--- config.mk ---
export PLATFORM = sky130hd
export DESIGN_NAME = cache_refill_ctrl
export DESIGN_NICKNAME = d
export VERILOG_FILES = /design/src/rtl/cache_pkg.sv /design/src/rtl/refill_word_buf.sv /design/src/rtl/cache_refill_ctrl.sv
export SDC_FILE = /design/constraint.sdc
export NUM_CORES = 1
export LEC_CHECK = 0
export BUFFER_PORTS_ARGS = -buffer_cell sky130_fd_sc_hd__buf_2
export CORE_ASPECT_RATIO = 1.75
export CORE_MARGIN = 2
export CORE_UTILIZATION = 30
export DETAILED_ROUTE_END_ITERATION = 12
export GPL_ROUTABILITY_DRIVEN = 0
export HOLD_SLACK_MARGIN = 0.03
export SYNTH_ARGS = -nofsm -noshare
export SYNTH_HDL_FRONTEND = slang
export SYNTH_SLANG_ARGS = --single-unit
export TNS_END_PERCENT = 30
--- constraint.sdc ---
create_clock -name clk -period 21.4 [get_ports clk]
set_clock_uncertainty 0.05 [all_clocks]
set_input_delay 5.35 -clock clk [delete_from_list [all_inputs] [get_ports clk]]
set_output_delay 5.35 -clock clk [all_outputs]
set_load 0.01 [all_outputs]
--- src/rtl/cache_pkg.sv ---
// Shared types and constants for the cache and its memory-side refill controller.
package cache_pkg;

  localparam int RAM_ADDRESS_BITS = 10;
  localparam int DATA_BITS        = 32;
  localparam int BLOCK_BITS       = 2;
  localparam int BLOCK_SIZE       = 2 ** BLOCK_BITS;
  localparam int TAG_BITS         = RAM_ADDRESS_BITS - BLOCK_BITS;
  localparam int CNT_BITS         = BLOCK_BITS + 1;

  typedef logic [CNT_BITS-1:0]         cnt_t;
  typedef logic [DATA_BITS-1:0]        word_t;
  typedef logic [RAM_ADDRESS_BITS-1:0] addr_t;
  typedef logic [TAG_BITS-1:0]         block_id_t;

  // Word i of a block sits at element i (offset i within the block).
  typedef word_t block_data_t [BLOCK_SIZE-1:0];

  localparam cnt_t BLOCK_CNT = cnt_t'(BLOCK_SIZE);
  localparam cnt_t LAST_CNT  = cnt_t'(BLOCK_SIZE - 1);

  typedef enum logic [1:0] {
    ST_IDLE,
    ST_WRITE,
    ST_FILL,
    ST_DONE
  } refill_state_t;

  typedef struct packed {
    logic  valid;
    addr_t addr;
    word_t data;
  } write_buf_t;

  // Tag+index part of a word address; the offset bits are dropped.
  function automatic block_id_t block_of(input addr_t a);
    return a[RAM_ADDRESS_BITS-1:BLOCK_BITS];
  endfunction

endpackage

--- src/rtl/refill_word_buf.sv ---
// Return counter and block assembly registers for one refill.
// Each accepted read return lands at the offset given by the return count.
module refill_word_buf
  import cache_pkg::*;
(
  input  logic        clk,
  input  logic        reset,
  input  logic        start_i,   // new fill begins: rewind the return counter
  input  logic        rvalid_i,  // read return belonging to the current fill
  input  word_t       rdata_i,
  output cnt_t        ret_cnt_o,
  output logic        last_o,    // this return completes the block
  output block_data_t data_o
);

  cnt_t        ret_cnt_q, ret_cnt_d;
  block_data_t data_q;

  // Next return count: rewind on start, advance on each return.
  always_comb begin
    // NOTE: every combinational output gets a default first, so no path leaves it unassigned (no latch).
    ret_cnt_d = ret_cnt_q;
    if (start_i) begin
      ret_cnt_d = '0;
    end else if (rvalid_i) begin
      ret_cnt_d = ret_cnt_q + cnt_t'(1);
    end
  end

  // Return counter register.
  always_ff @(posedge clk or posedge reset) begin
    // NOTE: sequential state uses non-blocking assignments so every register samples pre-edge values.
    if (reset) begin
      ret_cnt_q <= '0;
    end else begin
      ret_cnt_q <= ret_cnt_d;
    end
  end

  // Block data registers; old contents stay until each word is overwritten.
  always_ff @(posedge clk or posedge reset) begin
    // NOTE: this storage is reset because it drives ram_data directly, which must read zero after reset.
    if (reset) begin
      for (int i = 0; i < BLOCK_SIZE; i++) begin
        data_q[i] <= '0;
      end
    end else if (rvalid_i) begin
      data_q[ret_cnt_q[BLOCK_BITS-1:0]] <= rdata_i;
    end
  end

  assign ret_cnt_o = ret_cnt_q;
  assign last_o    = rvalid_i && (ret_cnt_q == LAST_CNT);
  assign data_o    = data_q;

endmodule

--- src/rtl/cache_refill_ctrl.sv ---
// Memory-side refill controller: block refills and single-word writebacks
// against a word-wide RAM port, with one buffered write and one fill in flight.
module cache_refill_ctrl
  import cache_pkg::*;
#(
  parameter int MAX_OUTSTANDING = 2
) (
  input  logic        clk,
  input  logic        reset,
  input  addr_t       prop_address,
  input  logic        prop_read_en,
  input  logic        prop_write_en,
  input  word_t       prop_write_data,
  output logic        ram_valid,
  output block_data_t ram_data,
  output logic        busy,
  output logic        wr_overflow,
  output logic        mem_req,
  output logic        mem_we,
  output addr_t       mem_addr,
  output word_t       mem_wdata,
  input  logic        mem_ready,
  input  logic        mem_rvalid,
  input  word_t       mem_rdata
);

  localparam cnt_t MAX_OUT = cnt_t'(MAX_OUTSTANDING);

  refill_state_t state_q, state_d;
  block_id_t     base_q, base_d;
  cnt_t          issue_cnt_q, issue_cnt_d;
  write_buf_t    wbuf_q, wbuf_d;
  logic          wr_overflow_q, wr_overflow_d;
  logic          rearm_valid_q, rearm_valid_d;
  block_id_t     rearm_block_q, rearm_block_d;

  cnt_t ret_cnt;
  cnt_t outstanding;
  logic last_ret;
  logic fill_start;
  logic fill_rvalid;
  logic drain;
  logic wr_accept;
  logic rearm_hit;

  // Returns outside FILL (including stragglers from an aborted fill) are ignored.
  assign fill_rvalid = mem_rvalid && (state_q == ST_FILL);
  assign outstanding = issue_cnt_q - ret_cnt;
  assign rearm_hit   = rearm_valid_q && (block_of(prop_address) == rearm_block_q);

  refill_word_buf u_word_buf (
    .clk       (clk),
    .reset     (reset),
    .start_i   (fill_start),
    .rvalid_i  (fill_rvalid),
    .rdata_i   (mem_rdata),
    .ret_cnt_o (ret_cnt),
    .last_o    (last_ret),
    .data_o    (ram_data)
  );

  // FSM next state and RAM request generation.
  always_comb begin
    state_d     = state_q;
    base_d      = base_q;
    issue_cnt_d = issue_cnt_q;
    fill_start  = 1'b0;
    drain       = 1'b0;
    mem_req     = 1'b0;
    mem_we      = 1'b0;
    mem_addr    = '0;
    mem_wdata   = '0;
    ram_valid   = 1'b0;
    unique case (state_q)
      ST_IDLE: begin
        // A write arriving now is captured this cycle; it goes ahead of any read.
        if (wbuf_q.valid || prop_write_en) begin
          state_d = ST_WRITE;
        end else if (prop_read_en && !rearm_hit) begin
          base_d      = block_of(prop_address);
          issue_cnt_d = '0;
          fill_start  = 1'b1;
          state_d     = ST_FILL;
        end
      end
      ST_WRITE: begin
        mem_req   = 1'b1;
        mem_we    = 1'b1;
        mem_addr  = wbuf_q.addr;
        mem_wdata = wbuf_q.data;
        if (mem_ready) begin
          drain   = 1'b1;
          state_d = ST_IDLE;
        end
      end
      ST_FILL: begin
        if ((issue_cnt_q < BLOCK_CNT) && (outstanding < MAX_OUT)) begin
          mem_req  = 1'b1;
          mem_addr = {base_q, issue_cnt_q[BLOCK_BITS-1:0]};
          if (mem_ready) begin
            issue_cnt_d = issue_cnt_q + cnt_t'(1);
          end
        end
        if (last_ret) begin
          state_d = ST_DONE;
        end
      end
      ST_DONE: begin
        ram_valid = 1'b1;
        state_d   = ST_IDLE;
      end
      default: begin
        state_d = ST_IDLE;
      end
    endcase
  end

  // Single-entry write buffer; a write into a full, non-draining buffer is lost.
  always_comb begin
    wbuf_d        = wbuf_q;
    wr_overflow_d = wr_overflow_q;
    wr_accept     = prop_write_en && (!wbuf_q.valid || drain);
    if (drain) begin
      wbuf_d.valid = 1'b0;
    end
    if (wr_accept) begin
      wbuf_d = '{valid: 1'b1, addr: prop_address, data: prop_write_data};
    end else if (prop_write_en) begin
      wr_overflow_d = 1'b1;
    end
  end

  // Re-arm tracking: suppress re-fetch of the block just delivered while the read is held.
  always_comb begin
    rearm_valid_d = rearm_valid_q && prop_read_en;
    rearm_block_d = rearm_block_q;
    if (state_q == ST_DONE) begin
      rearm_valid_d = 1'b1;
      rearm_block_d = base_q;
    end
    if (wr_accept && (block_of(prop_address) == rearm_block_d)) begin
      rearm_valid_d = 1'b0;
    end
  end

  // State registers.
  always_ff @(posedge clk or posedge reset) begin
    if (reset) begin
      state_q       <= ST_IDLE;
      base_q        <= '0;
      issue_cnt_q   <= '0;
      wbuf_q        <= '0;
      wr_overflow_q <= 1'b0;
      rearm_valid_q <= 1'b0;
      rearm_block_q <= '0;
    end else begin
      state_q       <= state_d;
      base_q        <= base_d;
      issue_cnt_q   <= issue_cnt_d;
      wbuf_q        <= wbuf_d;
      wr_overflow_q <= wr_overflow_d;
      rearm_valid_q <= rearm_valid_d;
      rearm_block_q <= rearm_block_d;
    end
  end

  assign busy        = (state_q != ST_IDLE) || wbuf_q.valid;
  assign wr_overflow = wr_overflow_q;

endmodule

### After elaboration in Yosys (flattened, before gate mapping)

Index checks and enable logic that the tools add are counted.

| cells by class | value |
|---|---|
| $add $sub $neg | 3 |
| equal/unequal tests | 13 |
| bitwise operators | 2 |
| mux-type cells | 32 |
| reductions and logical operators | 23 |
| $lt $le $gt $ge | 4 |

Operators by type and width:

| operator | number |
|---|---|
| $bwmux W128 | 1 |
| $demux W32 S2 | 1 |
| $mux W32 | 2 |
| $mux W43 | 1 |
| $pmux W10 S2 | 1 |
| $mux W3 | 6 |
| $eq A8 B8 Y1 | 2 |
| $mux W1 | 11 |
| $mux W10 | 1 |
| $ne A2 B2 Y1 const B | 5 |
| $logic_and A1 B1 Y1 | 9 |
| $mux W2 | 4 |
| $mux W8 | 1 |
| $pmux W2 S4 | 1 |
| $reduce_bool A2 Y1 | 4 |
| $add A3 B1 Y3 const B | 2 |
| $pmux W3 S2 | 1 |
| $reduce_and A3 Y1 | 2 |
| $reduce_and A5 Y1 | 1 |
| $eq A2 B2 Y1 const B | 2 |
| $eq A3 B2 Y1 const B | 1 |
| $logic_or A1 B1 Y1 | 3 |
| $lt A2 B3 Y1 const B | 1 |
| $lt A3 B2 Y1 const B | 1 |
| other kinds (11) | 13 |

| storage, ports and cells | value |
|---|---|
| flip-flop bits (word level) | 197 |

### Longest topological paths before layout

| depth | value |
|---|---|
| word-level depth | 8 |
| depth in mapped cells | 9 |

### Modules after synthesis

A second synthesis with hierarchy kept.

| unflattened totals | value |
|---|---|
| cell total of the unflattened synthesis | 567 |
| area, all modules | 8942.3 um^2 |

Modules (own cells, without submodules):

| module | area each (um^2) | cells an instance | instances |
|---|---|---|---|
| refill_word_buf | 5632.9 | 292 | 1 |
| cache_refill_ctrl | 3309.4 | 275 | 1 |

### Worst setup path after synthesis

OpenSTA, ideal clock, no wires.

| path | value |
|---|---|
| path kind | register -> output |
| from | register u_word_buf.ret_cnt_q[0], in the netlist u_word_buf.ret_cnt_o[0] |
| to | output port mem_addr[0] |
| stages on the path, launching flop included | 9 |
| data arrival time | 1858 ps |
| path slack | 14142 ps |
| path buffers | 1 |
| data required time | 16000 ps |
| cell sequence | dfrtp_1 > inv_1 > nor2_1 > fa_1 > xnor2_1 > and4b_1 > clkbuf_1 > a22oi_1 > nor2b_1 |

| on the way | value |
|---|---|
| cells in the longest elaborated chain, start to end | 5 |

Ends and longest elaborated chain:

| element | RTL line | text |
|---|---|---|
| start: declaration | refill_word_buf.sv:16 | `cnt_t ret_cnt_q, ret_cnt_d;` |
| start signal: assignment | refill_word_buf.sv:36 | `ret_cnt_q <= ret_cnt_d;` |
| $sub A3 B3 Y3 | cache_refill_ctrl.sv:48 | `assign outstanding = issue_cnt_q - ret_cnt;` |
| $lt A3 B2 Y1 | cache_refill_ctrl.sv:97 | `if ((issue_cnt_q < BLOCK_CNT) && (outstanding < MAX_OUT)) begin` |
| $logic_and A1 B1 Y1 | cache_refill_ctrl.sv:97 |  |
| $mux W10 | cache_refill_ctrl.sv:97 |  |
| $pmux W10 S2 | cache_refill_ctrl.sv:74 | `unique case (state_q)` |
| end: declaration | cache_refill_ctrl.sv:20 | `output addr_t mem_addr,` |

No other way between the ends.

### Worst setup path after layout

| path | value |
|---|---|
| from | register u_word_buf.ret_cnt_q[0], in the netlist u_word_buf.ret_cnt_o[0] |
| to | output port mem_addr[7] |

Same word-level chain as after synthesis.

==> out/summary.log <==
[run_status] status complete, no violations
[clock_tree] H-tree depth 4
[worst_setup_path] CP Launch Type register
[global_route] total global routing overflow 0
[timing] Max Freq 0.1252 GHz
[placed_design] placed cell area 9776 µm²
[clock_tree] Hold Buf Count CTS 0
[pwr] leakage power 0.005203 µW
[layout] fraction of layout instances using a drive strength above 1 58.11%
[layout] total non-filler cell area in the finished layout 10,340 µm²
[detailed_routing] number of search-and-repair iterations in the first detailed-routing pass 4
[yosys] most used flip-flop cell after synthesis dfrtp_1
[pwr] Int Power 1012 µW
[layout] layout overhead on the synthesized area 26.29%
[yosys] Synthesis Warnings 0
[pwr] power dissipated by switching net loads 518.5 µW
[worst_setup_path] path type of the worst setup path register to output port
[worst_setup_path] Arr. time, crit path 2.59 ns
[detailed_routing] detailed router's first-iteration violation count 186
[layout] NumNets Final 894
[global_route] number of antenna violations at the first check in global routing 1
[pwr] Max IR drop VDD 0.07091 mV
[detailed_routing] antenna violation net count after detailed routing 0
[clock_tree] CTS resizes 0
[yosys] count of distinct cell types in the synthesized netlist 41
[die] width of the chip 128.9 µm
[clock_tree] Max clock buf depth 2
[global_route] maximum number of pins on one net before global-route repair 129
[timing] transition time at the pin with the least slew margin 1.086 ns
[yosys] async set-reset flop share out of synthesis 100.0%
[die] initial cell density of the core 30.31%
[die] Total Die Area 28,690 µm²
[worst_setup_path] critical path required time 16.00 ns
[yosys] fraction of synthesized cell area taken by the top area cell type 60.19%
[die] die height 222.6 µm
[global_route] global router's overall resource usage 14.40%
[timing] setup violation total in the final timing report 0
[timing] setup total negative slack 0 ns
[timing] crit share post-route 37.33%
[detailed_routing] sum of routed wire length over all layers 20,280 µm
[clock_tree] number of buffers inserted to repair setup after CTS 0
[yosys] Mapped Cells 555
[pwr] fraction of power consumed by the clock network 20.4%
[yosys] EDFF count, synth 0
[clock_tree] Inserted Clock Buffers 17
[worst_setup_path] maximum fanout count along the critical path 11
[clock_tree] clk sink count 197
[placed_design] port buffer count 254
[yosys] total standard cell area after synthesis 8190 µm²
[pwr] total power 1531 µW
[global_route] number of global-route vias before repair 5,485
[clock_tree] clock tree root buffer cell clkbuf_16
[clock_tree] clock tree from TritonCTS yes
[yosys] mean instance size in the synthesized netlist 14.76 µm²
[yosys] number of register bits inferred by synthesis 197
[die] number of rows in the core area 80
[detailed_routing] total number of vias 5,338
[detailed_routing] detailed-route vias per instance 4.670
[detailed_routing] average wire per cell in the routed design 17.74 µm
[clock_tree] Reg clk slew, reported paths 0.07 ns
[worst_setup_path] endpoint type of the worst setup path output port
[global_route] global-route wire length before repair 31,060 µm
[die] I/O pins 255
[placed_design] half-perimeter wire length of the detailed placement result 14,200 µm
[detailed_routing] final routed DRC violation total 0
[yosys] main area contributors after synthesis dfrtp_1, mux2_2, and2_1, mux2_4, ha_1
[die] area of the core 27,030 µm²
[yosys] cell type with the highest aggregate area in the netlist dfrtp_1
[pwr] Comb pwr share 38.6%
[job] Max Cap Violations 0
[yosys] sequential element share of the synthesized area 60.19%
[yosys] Post-Synthesis Net Count 646
[layout] filler cell count 2,653
[layout] highest-count cells in the layout ignoring fill and taps buf_2, dfrtp_1, mux2_2, and2_1, clkbuf_16
[hold_path] class of the tightest hold or removal check register to register
[timing] unrepaired setup endpoints after global routing false
[clock_tree] clock latency reported for the late side of the worst-skew pair 0.44 ns
[timing] count of pins over their slew limit 0
[timing] final worst path period need 7.989 ns
[timing] remaining max-slew budget at the tightest pin 27.60%
[layout] most common cell after layout, fill and taps aside buf_2
[pwr] power share of the sequential group 41.0%
[pwr] ratio of total power to cell area 148.0 nW/µm²
[pwr] Switching Fraction 33.87%
[timing] hold violation total from the final report 0
==> synthesized netlist by cell type (9+ instances only) <==
master and instances:
a22oi_1 10, nand2_1 12, mux2_4 9, buf_2 20
nor2_1 9, ha_1 10, xnor2_1 9, nor2b_1 13
and2_1 33, inv_1 9, dfrtp_1 197, mux2_2 170
==> per-layer routing <==
metal,GRT usage [%],vias up,routed length [µm]
met4,5.891,0,450
met5,0,-,0
met1,14.89,2697,7554
met3,4.334,24,1219
met2,26.52,193,11060
li1,-,2424,-
==> critical path, stage by stage, from the launching register on <==
cell and delay (ns):
dfrtp_1 0.42, inv_1 0.12, nor2_1 0.07, fa_1 0.37, xnor2_1 0.18, and4b_1 0.56, a22oi_1 0.13, nor2b_1 0.15
buf_2 0.14
==> power by group through the flow <==
| stage | registers, µW | logic, µW | clock network, µW |
|---|---|---|---|
| floorplan | 676 | 315 | 0 |
| global placement | 629 | 593 | 0 |
| detailed placement | 635 | 601 | 0 |
| CTS | 629 | 602 | 326 |
| global route | 649 | 644 | 339 |
| finish | 628 | 590 | 313 |
==> worst paths after layout <==
kind,from,endpoint,slack [ns],cells after the start
setup / recovery,u_word_buf.ret_cnt_o[0],mem_addr[7],13.41,8
hold / removal,wr_overflow,wr_overflow,0.42,1
setup reg to reg,state_q[1],rearm_valid_q,18.69,7
hold reg to reg,wr_overflow,wr_overflow,0.42,1
max in group asynchronous,reset,rearm_block_q[4],14.74,3
min in group asynchronous,reset,u_word_buf.data_o[68],5.04,2
==> flip-flops by register name, summed over array words and instances, names as in the netlist <==
| signal | flops |
|---|---|
| base_q | 8 |
| issue_cnt_q | 3 |
| rearm_block_q | 8 |
| rearm_valid_q | 1 |
| state_q | 2 |
| u_word_buf.data_o | 128 |
| u_word_buf.ret_cnt_o | 3 |
| wbuf_q | 43 |
| wr_overflow | 1 |
==> logic make-up (layout without fill, tap and decap cells) <==
group,count (synthesis),in the layout,share of synthesized area (%)
adder cells (fa/ha/maj),11,11,1.772
AND/OR/NAND/NOR,81,81,5.668
other,0,1,0
buffers and inverters,37,296,2.108
AO/OA/AOI/OAI,23,23,2.078
multiplexers,189,189,26.37
XOR/XNOR,17,17,1.818
flip-flops,197,197,60.19
==> final cells by class <==
class | instances | area, µm² | area share (%)
tap | 328 | 410.4 | 3.968
antenna | 1 | 2.502 | 0.02419
timing repair buffer | 257 | 1294 | 12.51
clock buffer | 20 | 466.7 | 4.512
sequential | 197 | 4930 | 47.66
multi-input combinational | 321 | 3100 | 29.97
clock inverter | 10 | 98.84 | 0.9556
inverter | 9 | 41.29 | 0.3992
==> stage by stage <==
stage	instances	util [%]	setup slack, ns	hold WS [ns]
5_1_grt	1142	38.26	13.20	0.4531
6_report	1143	38.27	13.41	0.4221
4_1_cts	1142	38.26	13.36	0.4174
3_5_place_dp	1112	36.17	13.86	0.4010
2_1_floorplan	555	-	10.63	0.4008
3_3_place_gp	1112	36.17	13.96	0.3954
No activity file was read; power rests on OpenSTA's default activity.
